--- config.mk ---
export PLATFORM = sky130hd
export DESIGN_NAME = mem_bus_arbiter_flat
export DESIGN_NICKNAME = d
export VERILOG_FILES = /design/src/rtl/mem_bus_arbiter_if.sv /design/src/rtl/mem_bus_arbiter.sv /design/src/flat_wrapper.sv
export SDC_FILE = /design/constraint.sdc
export NUM_CORES = 1
export LEC_CHECK = 0
export BUFFER_PORTS_ARGS = -buffer_cell sky130_fd_sc_hd__buf_2
export CAP_MARGIN = 20
export CELL_PAD_IN_SITES_DETAIL_PLACEMENT = 1
export CELL_PAD_IN_SITES_GLOBAL_PLACEMENT = 1
export CORE_MARGIN = 3
export CORE_UTILIZATION = 29
export DETAILED_ROUTE_END_ITERATION = 12
export PLACE_DENSITY = 0.9
export SLEW_MARGIN = 20
export SYNTH_ARGS = -nofsm -noshare
export SYNTH_HDL_FRONTEND = slang
export SYNTH_SLANG_ARGS = --single-unit
--- constraint.sdc ---
create_clock -name iCLK -period 1.94 [get_ports iCLK]
set_input_delay 0.291 -clock iCLK [delete_from_list [all_inputs] [get_ports iCLK]]
set_output_delay 0.291 -clock iCLK [all_outputs]
set_load 0.02 [all_outputs]
--- src/rtl/mem_bus_arbiter_if.sv ---
// mem_bus_arbiter_if
//   Bundles the per-master request bus and the shared memory port of
//   mem_bus_arbiter.
//   slave  modport : arbiter side (takes requests, drives the memory port)
//   master modport : requester/memory side (drives requests, sees grants/data)
//   Per-master vectors are packed with port k in slice k.
interface mem_bus_arbiter_if #(
    parameter int unsigned NPORTS = 2,
    parameter int unsigned ADDR_W = 32,
    parameter int unsigned DATA_W = 32
);
    // requester side
    logic [NPORTS-1:0]          iReq;
    logic [NPORTS-1:0]          iWrite;
    logic [NPORTS*DATA_W/8-1:0] iByteEnable;
    logic [NPORTS*ADDR_W-1:0]   iAddress;
    logic [NPORTS*DATA_W-1:0]   iWriteData;
    logic [NPORTS-1:0]          oGrant;
    logic [NPORTS-1:0]          oReadValid;
    logic [DATA_W-1:0]          oReadData;
    logic                       oBusy;
    // memory side
    logic                       oMemReadEnable;
    logic                       oMemWriteEnable;
    logic [DATA_W/8-1:0]        oMemByteEnable;
    logic [ADDR_W-1:0]          oMemAddress;
    logic [DATA_W-1:0]          oMemWriteData;
    logic [DATA_W-1:0]          iMemReadData;

    modport slave (
        input  iReq, iWrite, iByteEnable, iAddress, iWriteData, iMemReadData,
        output oGrant, oReadValid, oReadData, oBusy,
               oMemReadEnable, oMemWriteEnable, oMemByteEnable,
               oMemAddress, oMemWriteData
    );

    modport master (
        output iReq, iWrite, iByteEnable, iAddress, iWriteData, iMemReadData,
        input  oGrant, oReadValid, oReadData, oBusy,
               oMemReadEnable, oMemWriteEnable, oMemByteEnable,
               oMemAddress, oMemWriteData
    );
endinterface

--- src/rtl/mem_bus_arbiter.sv ---
// mem_bus_arbiter
//   Lets NPORTS bus masters share a single memory port. One transaction at a
//   time: IDLE arbitrates and latches the winner's command, ACCESS drives the
//   memory strobe for one cycle, WAIT counts out RD_LATENCY for reads and
//   registers the returned data.
//   Ports:
//     iCLK  core clock
//     iRST  synchronous reset, active-low
//     bus   mem_bus_arbiter_if.slave: per-port iReq/iWrite/iByteEnable/
//           iAddress/iWriteData, oGrant/oReadValid/oReadData/oBusy, and the
//           memory port oMem*/iMemReadData
//   Build option:
//     ARB_FIXED_PRIORITY_EN  defined: lowest-index requester always wins;
//                            undefined: round-robin starting after the last
//                            granted port.
module mem_bus_arbiter #(
    parameter int unsigned NPORTS     = 2,
    parameter int unsigned ADDR_W     = 32,
    parameter int unsigned DATA_W     = 32,
    parameter int unsigned RD_LATENCY = 1
) (
    input  logic             iCLK,
    input  logic             iRST,
    mem_bus_arbiter_if.slave bus
);
    localparam int unsigned BE_W = DATA_W / 8;
    localparam int unsigned PW   = (NPORTS > 1) ? $clog2(NPORTS) : 1;
    localparam int unsigned CW   = 3;

    localparam logic [1:0] ST_IDLE   = 2'd0;
    localparam logic [1:0] ST_ACCESS = 2'd1;
    localparam logic [1:0] ST_WAIT   = 2'd2;

    logic [1:0]        state_q,  state_d;
    logic [PW-1:0]     port_q,   port_d;
    logic              write_q,  write_d;
    logic [CW-1:0]     cnt_q,    cnt_d;
    logic [NPORTS-1:0] grant_q,  grant_d;
    logic [NPORTS-1:0] rvalid_q, rvalid_d;
    logic [DATA_W-1:0] rdata_q,  rdata_d;
    logic              rd_en_q,  rd_en_d;
    logic              wr_en_q,  wr_en_d;
    logic [BE_W-1:0]   be_q,     be_d;
    logic [ADDR_W-1:0] addr_q,   addr_d;
    logic [DATA_W-1:0] wdata_q,  wdata_d;

    logic              any_req;
    logic [PW-1:0]     win;

`ifdef ARB_FIXED_PRIORITY_EN
    always_comb begin
        win     = '0;
        any_req = |bus.iReq;
        // Descending scan so the lowest requesting index is the last write.
        for (int unsigned i = NPORTS; i > 0; i--) begin
            if (bus.iReq[i-1]) win = PW'(i - 1);
        end
    end
`else
    logic [PW-1:0] last_q, last_d;
    logic          found;

    always_comb begin
        int unsigned idx;
        win     = '0;
        found   = 1'b0;
        any_req = |bus.iReq;
        // Search last+1, last+2, ... wrapping modulo NPORTS; first hit wins.
        for (int unsigned i = 1; i <= NPORTS; i++) begin
            idx = 32'(last_q) + i;
            if (idx >= NPORTS) idx = idx - NPORTS;
            if (!found && bus.iReq[idx]) begin
                win   = PW'(idx);
                found = 1'b1;
            end
        end
    end
`endif

    always_comb begin
        state_d  = state_q;
        port_d   = port_q;
        write_d  = write_q;
        cnt_d    = cnt_q;
        grant_d  = '0;
        rvalid_d = '0;
        rdata_d  = rdata_q;
        rd_en_d  = 1'b0;
        wr_en_d  = 1'b0;
        be_d     = be_q;
        addr_d   = addr_q;
        wdata_d  = wdata_q;
`ifndef ARB_FIXED_PRIORITY_EN
        last_d   = last_q;
`endif
        case (state_q)
            ST_IDLE: begin
                if (any_req) begin
                    state_d      = ST_ACCESS;
                    port_d       = win;
                    write_d      = bus.iWrite[win];
                    addr_d       = bus.iAddress[32'(win) * ADDR_W +: ADDR_W];
                    be_d         = bus.iByteEnable[32'(win) * BE_W +: BE_W];
                    wdata_d      = bus.iWriteData[32'(win) * DATA_W +: DATA_W];
                    grant_d[win] = 1'b1;
                    // Strobe is registered here so it coincides with the grant.
                    rd_en_d      = !bus.iWrite[win];
                    wr_en_d      = bus.iWrite[win];
`ifndef ARB_FIXED_PRIORITY_EN
                    last_d       = win;
`endif
                end
            end
            ST_ACCESS: begin
                if (write_q) begin
                    state_d = ST_IDLE;
                end else begin
                    cnt_d   = CW'(RD_LATENCY - 1);
                    state_d = ST_WAIT;
                end
            end
            ST_WAIT: begin
                if (cnt_q == '0) begin
                    rdata_d          = bus.iMemReadData;
                    rvalid_d[port_q] = 1'b1;
                    state_d          = ST_IDLE;
                end else begin
                    cnt_d = cnt_q - 1'b1;
                end
            end
            default: state_d = ST_IDLE;
        endcase
    end

    always_ff @(posedge iCLK) begin
        if (!iRST) begin
            state_q  <= ST_IDLE;
            port_q   <= '0;
            write_q  <= 1'b0;
            cnt_q    <= '0;
            grant_q  <= '0;
            rvalid_q <= '0;
            rdata_q  <= '0;
            rd_en_q  <= 1'b0;
            wr_en_q  <= 1'b0;
            be_q     <= '0;
            addr_q   <= '0;
            wdata_q  <= '0;
`ifndef ARB_FIXED_PRIORITY_EN
            last_q   <= PW'(NPORTS - 1);
`endif
        end else begin
            state_q  <= state_d;
            port_q   <= port_d;
            write_q  <= write_d;
            cnt_q    <= cnt_d;
            grant_q  <= grant_d;
            rvalid_q <= rvalid_d;
            rdata_q  <= rdata_d;
            rd_en_q  <= rd_en_d;
            wr_en_q  <= wr_en_d;
            be_q     <= be_d;
            addr_q   <= addr_d;
            wdata_q  <= wdata_d;
`ifndef ARB_FIXED_PRIORITY_EN
            last_q   <= last_d;
`endif
        end
    end

    assign bus.oGrant          = grant_q;
    assign bus.oReadValid      = rvalid_q;
    assign bus.oReadData       = rdata_q;
    assign bus.oBusy           = (state_q != ST_IDLE);
    assign bus.oMemReadEnable  = rd_en_q;
    assign bus.oMemWriteEnable = wr_en_q;
    assign bus.oMemByteEnable  = be_q;
    assign bus.oMemAddress     = addr_q;
    assign bus.oMemWriteData   = wdata_q;

endmodule

--- src/flat_wrapper.sv ---
// flat-port wrapper written by rule: the top's interface ports become plain ports
module mem_bus_arbiter_flat 
#(
    parameter int unsigned NPORTS     = 2,
    parameter int unsigned ADDR_W     = 32,
    parameter int unsigned DATA_W     = 32,
    parameter int unsigned RD_LATENCY = 1
)
  (iCLK, iRST, bus_iReq, bus_iWrite, bus_iByteEnable, bus_iAddress, bus_iWriteData, bus_iMemReadData, bus_oGrant, bus_oReadValid, bus_oReadData, bus_oBusy, bus_oMemReadEnable, bus_oMemWriteEnable, bus_oMemByteEnable, bus_oMemAddress, bus_oMemWriteData);
  mem_bus_arbiter_if #(.NPORTS(NPORTS), .ADDR_W(ADDR_W), .DATA_W(DATA_W)) bus_i ();
  input  logic iCLK;
  input  logic iRST;
  input wire logic [$bits(bus_i.iReq)-1:0] bus_iReq;
  input wire logic [$bits(bus_i.iWrite)-1:0] bus_iWrite;
  input wire logic [$bits(bus_i.iByteEnable)-1:0] bus_iByteEnable;
  input wire logic [$bits(bus_i.iAddress)-1:0] bus_iAddress;
  input wire logic [$bits(bus_i.iWriteData)-1:0] bus_iWriteData;
  input wire logic [$bits(bus_i.iMemReadData)-1:0] bus_iMemReadData;
  output wire logic [$bits(bus_i.oGrant)-1:0] bus_oGrant;
  output wire logic [$bits(bus_i.oReadValid)-1:0] bus_oReadValid;
  output wire logic [$bits(bus_i.oReadData)-1:0] bus_oReadData;
  output wire logic [$bits(bus_i.oBusy)-1:0] bus_oBusy;
  output wire logic [$bits(bus_i.oMemReadEnable)-1:0] bus_oMemReadEnable;
  output wire logic [$bits(bus_i.oMemWriteEnable)-1:0] bus_oMemWriteEnable;
  output wire logic [$bits(bus_i.oMemByteEnable)-1:0] bus_oMemByteEnable;
  output wire logic [$bits(bus_i.oMemAddress)-1:0] bus_oMemAddress;
  output wire logic [$bits(bus_i.oMemWriteData)-1:0] bus_oMemWriteData;
  assign bus_i.iReq = bus_iReq;
  assign bus_i.iWrite = bus_iWrite;
  assign bus_i.iByteEnable = bus_iByteEnable;
  assign bus_i.iAddress = bus_iAddress;
  assign bus_i.iWriteData = bus_iWriteData;
  assign bus_i.iMemReadData = bus_iMemReadData;
  assign bus_oGrant = bus_i.oGrant;
  assign bus_oReadValid = bus_i.oReadValid;
  assign bus_oReadData = bus_i.oReadData;
  assign bus_oBusy = bus_i.oBusy;
  assign bus_oMemReadEnable = bus_i.oMemReadEnable;
  assign bus_oMemWriteEnable = bus_i.oMemWriteEnable;
  assign bus_oMemByteEnable = bus_i.oMemByteEnable;
  assign bus_oMemAddress = bus_i.oMemAddress;
  assign bus_oMemWriteData = bus_i.oMemWriteData;
  mem_bus_arbiter #(.NPORTS(NPORTS), .ADDR_W(ADDR_W), .DATA_W(DATA_W), .RD_LATENCY(RD_LATENCY)) u_core (.iCLK(iCLK), .iRST(iRST), .bus(bus_i));
endmodule
Word level (Yosys, flattened, before mapping):

Index checks and enable logic that the tools add are counted.

* output and inout bits: 107
* flip-flop bits (word level): 114
* latch bits: 0
* memory bits (writable): 0
* bits in read-only memories: 0
* memories kept: 0
* logic and storage cells: 73

* reductions and logical operators: 16
* $add $sub $neg: 5
* order comparisons: 8
* shift operators: 3
* bitwise operators: 0
* eq/ne operators: 6
* multiply operators: 0
* mux-type cells: 22
* div/mod/pow operators: 0

Operator list (count)
* $shiftx A64 B7 Y32: 2
* $ge A32 B2 Y1 const B: 2
* $lt A32 B2 Y1 const B: 2
* $mux W32: 2
* $sub A32 B2 Y32 const B: 2
* $mux W1: 11
* $reduce_and A3 Y1: 3
* $shiftx A8 B4 Y4: 1
* $mux W2: 3
* $mux W3: 2
* $pmux W2 S3: 1
* $pmux W3 S2: 1
* $reduce_and A2 Y1: 3
* $lt A1 B2 Y1 const B: 2
* $ne A2 B1 Y1 const B: 2
* $ne A2 B2 Y1 const B: 2
* $reduce_bool A2 Y1: 2
* $add A1 B2 Y3 const B: 1
* $logic_and A1 B1 Y1: 3
* $logic_not A3 Y1: 1
* $sub A3 B1 Y3 const B: 1
* $add A1 B1 Y2 const B: 1
* $demux W1 S1: 2
* $eq A2 B1 Y1 const B: 1
* other kinds (5): 7

Longest topological paths before layout:

Gate-level depths: netlist of the first run.

* depth in word-level cells: 13
* mapped depth: 8

Worst setup path after synthesis of the first run:

OpenSTA, ideal clock, no wires.

* path kind: register to register
* start: reg u_core.cnt_q[0]
* end: reg u_core.rvalid_q[1], in the netlist u_core.bus.oReadValid[1]
* clock period less this slack: 1479 ps
* stages on the path, launching flop included: 8
* data arrival time: 1364 ps
* buffers on the path: 2
* library setup time: 115 ps
* path slack: 461 ps
* path through: dfxtp_1 -> inv_1 -> ha_1 -> ha_1 -> and2_1 -> clkbuf_1 -> buf_2 -> and3_1

* cells in the longest elaborated chain, start to end: 2

Ends and longest elaborated chain
* start: declaration: line mem_bus_arbiter.sv:37 `logic [CW-1:0] cnt_q, cnt_d;`
* start signal: assignment: line mem_bus_arbiter.sv:156 `cnt_q <= cnt_d;`
* $logic_not A3 Y1: line mem_bus_arbiter.sv:123 `if (cnt_q == '0) begin`
* $reduce_and A3 Y1 (no line)
* end signal: assignment: line mem_bus_arbiter.sv:158 `rvalid_q <= rvalid_d;`
* end: declaration: line mem_bus_arbiter.sv:39 `logic [NPORTS-1:0] rvalid_q, rvalid_d;`

No other way between the ends.
A chain may end at the register's enable or synchronous reset.

Worst setup path after layout of the first run:

* start: reg u_core.state_q[0]
* end: out bus_oBusy

* cells in the longest elaborated chain, start to end: 1

Ends and longest elaborated chain
* start: declaration: line mem_bus_arbiter.sv:34 `logic [1:0] state_q, state_d;`
* start signal: assignment: line mem_bus_arbiter.sv:153 `state_q <= state_d;`
* $reduce_bool A2 Y1: line mem_bus_arbiter.sv:174 `assign bus.oBusy = (state_q != ST_IDLE);`
* end: declaration: line flat_wrapper.sv:22 `output wire logic [$bits(bus_i.oBusy)-1:0] bus_oBusy;`

No other way between the ends.

==> flow_metrics.py, run 1 <==
metrics = {
    "run_status": {
        "status": "finished clean",
    },
    "yosys": {
        "syn_inst": 587,
        "synth_seq_area_share": 0.495,
        "synth_top_area_share": 0.495,
        "yosysWarnings": 0,
        "mappedNetlistArea_um2": 4610,
        "synthDistinctLibCells": 26,
        "yosysTopAreaCell": "dfxtp_1",
        "synth_area_leaders": "dfxtp_1 (49%), a21oi_1 (15%), nand2_1 (11%)",
        "synth-seq-cells": 114,
        "syn_nets": 766,
        "avgSynthCellArea_um2": 7.86,
    },
    "critical_path": {
        "required_ns": 1.65,
        "r2r_start": "u_core.cnt_q[0]",
        "crit_type": "register to output port",
        "worst-r2r-setup-slack_ns": 0.30,
        "path_max_fanout": 8,
        "crit_arrival_ns": 1.40,
        "reg2reg_depth": 7,
        "cp-start-kind": "register",
        "reg2reg_to": "u_core.bus.oReadData[3]",
        "end_kind": "output port",
    },
    "clocking": {
        "cts_resized": 0,
        "htreeDepth": 4,
        "cts_hold_buffers": 0,
        "clock_sinks": 114,
        "cts_tree": "yes",
        "postCtsSetupRepairBufs": 0,
        "cts_max_path_buffers": 2,
        "clk_latency_ns": 0.41,
        "cts_root_buffer": "clkbuf_16",
        "path_clk_slew_ns": 0.06,
        "numCtsBuffers": 17,
    },
    "timing": {
        "worst_pin_slew_ns": 0.365,
        "rsz0062_at_grt": "false",
        "hold_ws_ns": 0.111,
        "finalCriticalPeriod_ns": 1.69,
        "finalSetupViolCount": 0,
        "hold_viol": 0,
        "maxClockFrequency_ghz": 0.592,
        "finalSetupTns_ns": 0,
        "min_period_over_period": 0.870,
        "slew_headroom": 0.756,
        "finalMaxSlewViolations": 0,
        "skew_ns": 0.00782,
    },
    "routing": {
        "viasPerCell": 4.89,
        "wl_per_cell_um": 16.2,
        "drt_iter0_drc": 208,
        "drc": 0,
        "ant_nets": 0,
        "drtPass1Iterations": 5,
        "vias": 5242,
        "drt-total-wl_mm": 17.4,
    },
    "cells_and_area": {
        "seq_area_um2": 2280,
        "layout_common_cells": "buf_2 (280), a21oi_1 (139), nand2_1 (138), dfxtp_1 (114), o21ai_0 (72)",
        "diodes": 0,
        "layout_commonest_cell": "buf_2",
        "n_fill_cell": 1948,
        "nets": 1028,
        "drive_above_1_share": 0.384,
        "multi_input_area_um2": 2100,
        "syn2layout_area_growth_pct": 49.9,
    },
    "floorplan": {
        "initial_core_util": 0.300,
        "rows": 45,
        "dieArea_um2": 17500,
        "core_um2": 15400,
        "die_height_um": 132,
        "die_w_um": 132,
        "io-pin-count": 281,
    },
    "worst_hold_path": {
        "hp-class": "input port to register",
        "hold_path_end": "u_core.bus.oMemAddress[17]",
        "hp-start": "bus_iAddress[17]",
        "whs_path_depth": 3,
    },
    "placed_design": {
        "hpwl_mm": 12.6,
        "io_buffers": 280,
        "gp_congestion": 0.819,
    },
    "power": {
        "power_density_nw_per_um2": 1130,
        "static-leakage-power_nw": 3.34,
        "ir_drop_v": 0.000624,
    },
    "global_route": {
        "track_usage": 0.193,
        "antenna_found_initial": 0,
        "gr-total-overflow": 0,
        "grt_pass1_wl_mm": 27.4,
        "grt_max_degree": 53,
        "grt_pass1_vias": 5509,
    },
    "flow_run": {
        "max_cap_viol_count": 0,
    },
}
## cell families after synthesis
family / synth area share
multiplexers: 0.00434
buffers and inverters: 0.0532
AND/OR/NAND/NOR: 0.134
adder cells (fa/ha/maj): 0.0136
flip-flops: 0.495
AO/OA/AOI/OAI: 0.301
## final cells by class
type,instances,area share
multi-input combinational,416,0.304
timing repair buffer,294,0.229
clock buffer,17,0.0615
clock inverter,15,0.0346
sequential,114,0.330
inverter,6,0.00326
tap,211,0.0382
## cells in the mapped netlist, drive strengths merged
cell and count:
o21a 1, mux2i 2, nand2b 1, nand3 2, and3 3, inv 6, clkbuf 33, nand2 138
a32o 2, nor2 5, nor2b 5, a21boi 35, a21bo 2, and2 1, ha 5, dfxtp 114
nand3b 1, buf 18, a21oi 139, a22oi 1, o21ai 73
## per-stage QoR
step / instances / setup slack [ns] / util / total power, mW / instance area, um^2
after floorplan: 587 / 0.461 / - / 3.64 / 4610
after global placement: 1041 / 0.438 / 0.407 / 4.28 / 6250
after detailed placement: 1041 / 0.303 / 0.407 / 4.32 / 6250
after CTS: 1073 / 0.227 / 0.450 / 7.89 / 6920
after global routing: 1073 / 0.102 / 0.450 / 8.16 / 6920
final: 1073 / 0.252 / 0.450 / 7.81 / 6920
## worst max-delay path, stage by stage, from the launching register on
cell and delay, ns:
dfxtp_1 0.35, inv_1 0.07, ha_1 0.31, inv_1 0.08, buf_2 0.17
## report_power, final
group,switching (mW),internal [mW],total (mW)
registers,0.126,2.59,2.72
clock network,1.13,2.40,3.53
logic,0.991,0.571,1.56
## how the worst max path moves through the flow
stage          slack, ns         startpoint  cells past startpoint                  endpoint
2_1_floorplan       0.46    u_core.cnt_q[0]                      7  u_core.bus.oReadValid[1]
3_3_place_gp        0.44    u_core.cnt_q[0]                      6  u_core.bus.oReadValid[1]
3_5_place_dp        0.30    u_core.cnt_q[0]                      7  u_core.bus.oReadData[21]
4_1_cts             0.23  u_core.state_q[0]                      4                 bus_oBusy
5_1_grt             0.10    u_core.cnt_q[0]                      7  u_core.bus.oReadData[31]
6_report            0.25  u_core.state_q[0]                      4                 bus_oBusy
## layer usage
metal | routed length (um) | track usage | vias up
li1 | - | - | 2526
met1 | 6560 | 0.208 | 2457
met2 | 8820 | 0.339 | 220
met3 | 1450 | 0.0672 | 39
met4 | 572 | 0.0916 | 0
met5 | 0 | 0 | -
## flip-flops by register name (all words and copies together) (netlist names), 2 cells and up
register,flops
u_core.bus.oReadData,32
u_core.cnt_q,3
u_core.bus.oMemAddress,32
u_core.bus.oReadValid,2
u_core.bus.oMemByteEnable,4
u_core.bus.oGrant,2
u_core.bus.oMemWriteData,32
u_core.state_q,2
Power figures use the tool's default switching activity.
==> run 2: changes to the inputs <==
--- a/config.mk
+++ b/config.mk
@@ -12,7 +12,7 @@
 export CORE_MARGIN = 3
 export CORE_UTILIZATION = 29
 export DETAILED_ROUTE_END_ITERATION = 12
-export PLACE_DENSITY = 0.9
+export PLACE_DENSITY_LB_ADDON = 0.2
 export SLEW_MARGIN = 20
 export SYNTH_ARGS = -nofsm -noshare
 export SYNTH_HDL_FRONTEND = slang
==> run 2 against run 1 <==
Power shrank 4.4%. Die area unchanged. Count of clock-buffer cells in the layout increased by 4. Combinational power hardly changed. Largest power group unchanged.
==> flow_metrics.py, run 2 (synthesis gave the netlist of run 1 again) <==
metrics = {
    "routing": {
        "ant_nets": 0,
        "drtPass1Iterations": 5,
        "drt_iter0_drc": 189,
        "viasPerCell": 4.87,
        "drt-total-wl_mm": 17.8,
        "drc": 0,
        "vias": 5239,
        "wl_per_cell_um": 16.6,
    },
    "power": {
        "static-leakage-power_nw": 3.32,
        "power_density_nw_per_um2": 1090,
        "ir_drop_v": 0.000628,
        "power_mw": 7.46,
    },
    "clocking": {
        "htreeDepth": 4,
        "path_clk_slew_ns": 0.06,
        "postCtsSetupRepairBufs": 0,
        "cts_root_buffer": "clkbuf_16",
        "numCtsBuffers": 17,
        "cts_hold_buffers": 0,
        "clock_sinks": 114,
        "cts_resized": 0,
        "cts_tree": "yes",
        "clk_latency_ns": 0.41,
        "cts_max_path_buffers": 2,
    },
    "floorplan": {
        "dieArea_um2": 17500,
        "die_w_um": 132,
        "io-pin-count": 281,
        "rows": 45,
        "initial_core_util": 0.300,
        "die_height_um": 132,
        "core_um2": 15400,
    },
    "global_route": {
        "track_usage": 0.199,
        "gr-total-overflow": 0,
        "grt_max_degree": 56,
        "antenna_found_initial": 3,
        "grt_pass1_wl_mm": 28.1,
        "grt_pass1_vias": 5530,
    },
    "timing": {
        "worst_pin_slew_ns": 0.805,
        "finalMaxSlewViolations": 0,
        "finalSetupViolCount": 0,
        "slew_headroom": 0.461,
        "rsz0062_at_grt": "false",
        "min_period_over_period": 0.901,
        "maxClockFrequency_ghz": 0.572,
        "finalCriticalPeriod_ns": 1.75,
        "setup_ws_ns": 0.193,
        "skew_ns": 0.00574,
        "hold_viol": 0,
        "finalSetupTns_ns": 0,
    },
    "worst_hold_path": {
        "hp-class": "input port to register",
    },
    "cells_and_area": {
        "final_area_um2": 6870,
        "nets": 1030,
        "drive_above_1_share": 0.384,
        "syn2layout_area_growth_pct": 49.0,
        "n_fill_cell": 1965,
        "layout_common_cells": "buf_2 (280), a21oi_1 (139), nand2_1 (138), dfxtp_1 (114), o21ai_0 (72)",
        "stdcell_count": 1075,
        "layout_commonest_cell": "buf_2",
    },
    "flow_run": {
        "max_cap_viol_count": 0,
    },
    "critical_path": {
        "path_max_fanout": 26,
        "max_stage_delay_ns": 0.35,
        "crit_buf_inv": 2,
        "crit_type": "register to register",
        "cp_slowest_cell": "dfxtp_1",
        "crit_family": "compound AO/OA/AOI/OAI gates",
        "crit_arrival_ns": 2.08,
        "crit_chain": "inv_1, ha_1, o21ai_4, buf_4, a21oi_1, a21oi_1",
        "cp-start-kind": "register",
        "crit_top_cell": "a21oi_1",
        "end_kind": "register",
        "required_ns": 2.27,
    },
    "placed_design": {
        "place_ws_ns": 0.163,
        "io_buffers": 280,
        "dp.cells": 1043,
        "dpl-instance-area_um2": 6270,
        "gp_congestion": 0.781,
        "hpwl_mm": 13.3,
    },
    "run_status": {
        "status": "finished clean",
    },
}
==> run 2: changes by cell type in the layout (fill, tap and decap cells not counted), sizes merged <==
cell	previous run	this run
buf	294	296
bufinv	6	3
clkbuf	17	21
clkinv	8	4
clkinvlp	1	3
diode	0	1
==> run 2: report_power, final <==
group / switching (mW) / internal, mW / total (mW)
sequential: 0.122 / 2.59 / 2.71
combinational: 0.985 / 0.576 / 1.56
clock: 1.08 / 2.10 / 3.19
total: 2.19 / 5.27 / 7.46
==> run 2: path summary, 6_finish.rpt <==
check,startpoint,end,slack (ns),depth (start not counted)
worst max-delay path,u_core.state_q[0],u_core.bus.oMemWriteData[19],0.19,6
worst min register to register,u_core.port_q,u_core.bus.oReadValid[0],0.44,1
worst min-delay path,bus_iWriteData[15],u_core.bus.oMemWriteData[15],0.12,3
worst max register to register,u_core.state_q[0],u_core.bus.oMemWriteData[19],0.19,6
==> run 2: per-layer routing <==
metal  vias up  share of wire  global-route usage
met5         -         0.0012                   0
met3        39          0.080              0.0740
li1       2524              -                   -
met1      2473           0.38               0.211
met2       199           0.51               0.360
met4         4          0.022              0.0718
==> run 2: worst reg2reg max path, delay by kind of cell (launching register included) <==
family	cells	cell delay [ns]
AOI/OAI and AO/OA	3	0.58
adders and majority gates	1	0.32
buffers and inverters	2	0.43
DFF	1	0.35
==> run 2: layout make-up <==
cell class,count,area [um^2],share of cell area
timing repair buffer,296,1600,0.232
inverter,6,22.5,0.00328
tap,211,264,0.0384
sequential,114,2280,0.332
clock inverter,10,133,0.0193
antenna,1,2.50,0.000364
clock buffer,21,470,0.0685
multi-input combinational,416,2100,0.306
==> run 2: stage by stage <==
stage,hold slack [ns],utilization
2_1_floorplan,0.404,-
3_3_place_gp,0.440,0.408
3_5_place_dp,0.445,0.408
4_1_cts,0.102,0.447
5_1_grt,0.117,0.447
6_report,0.120,0.447
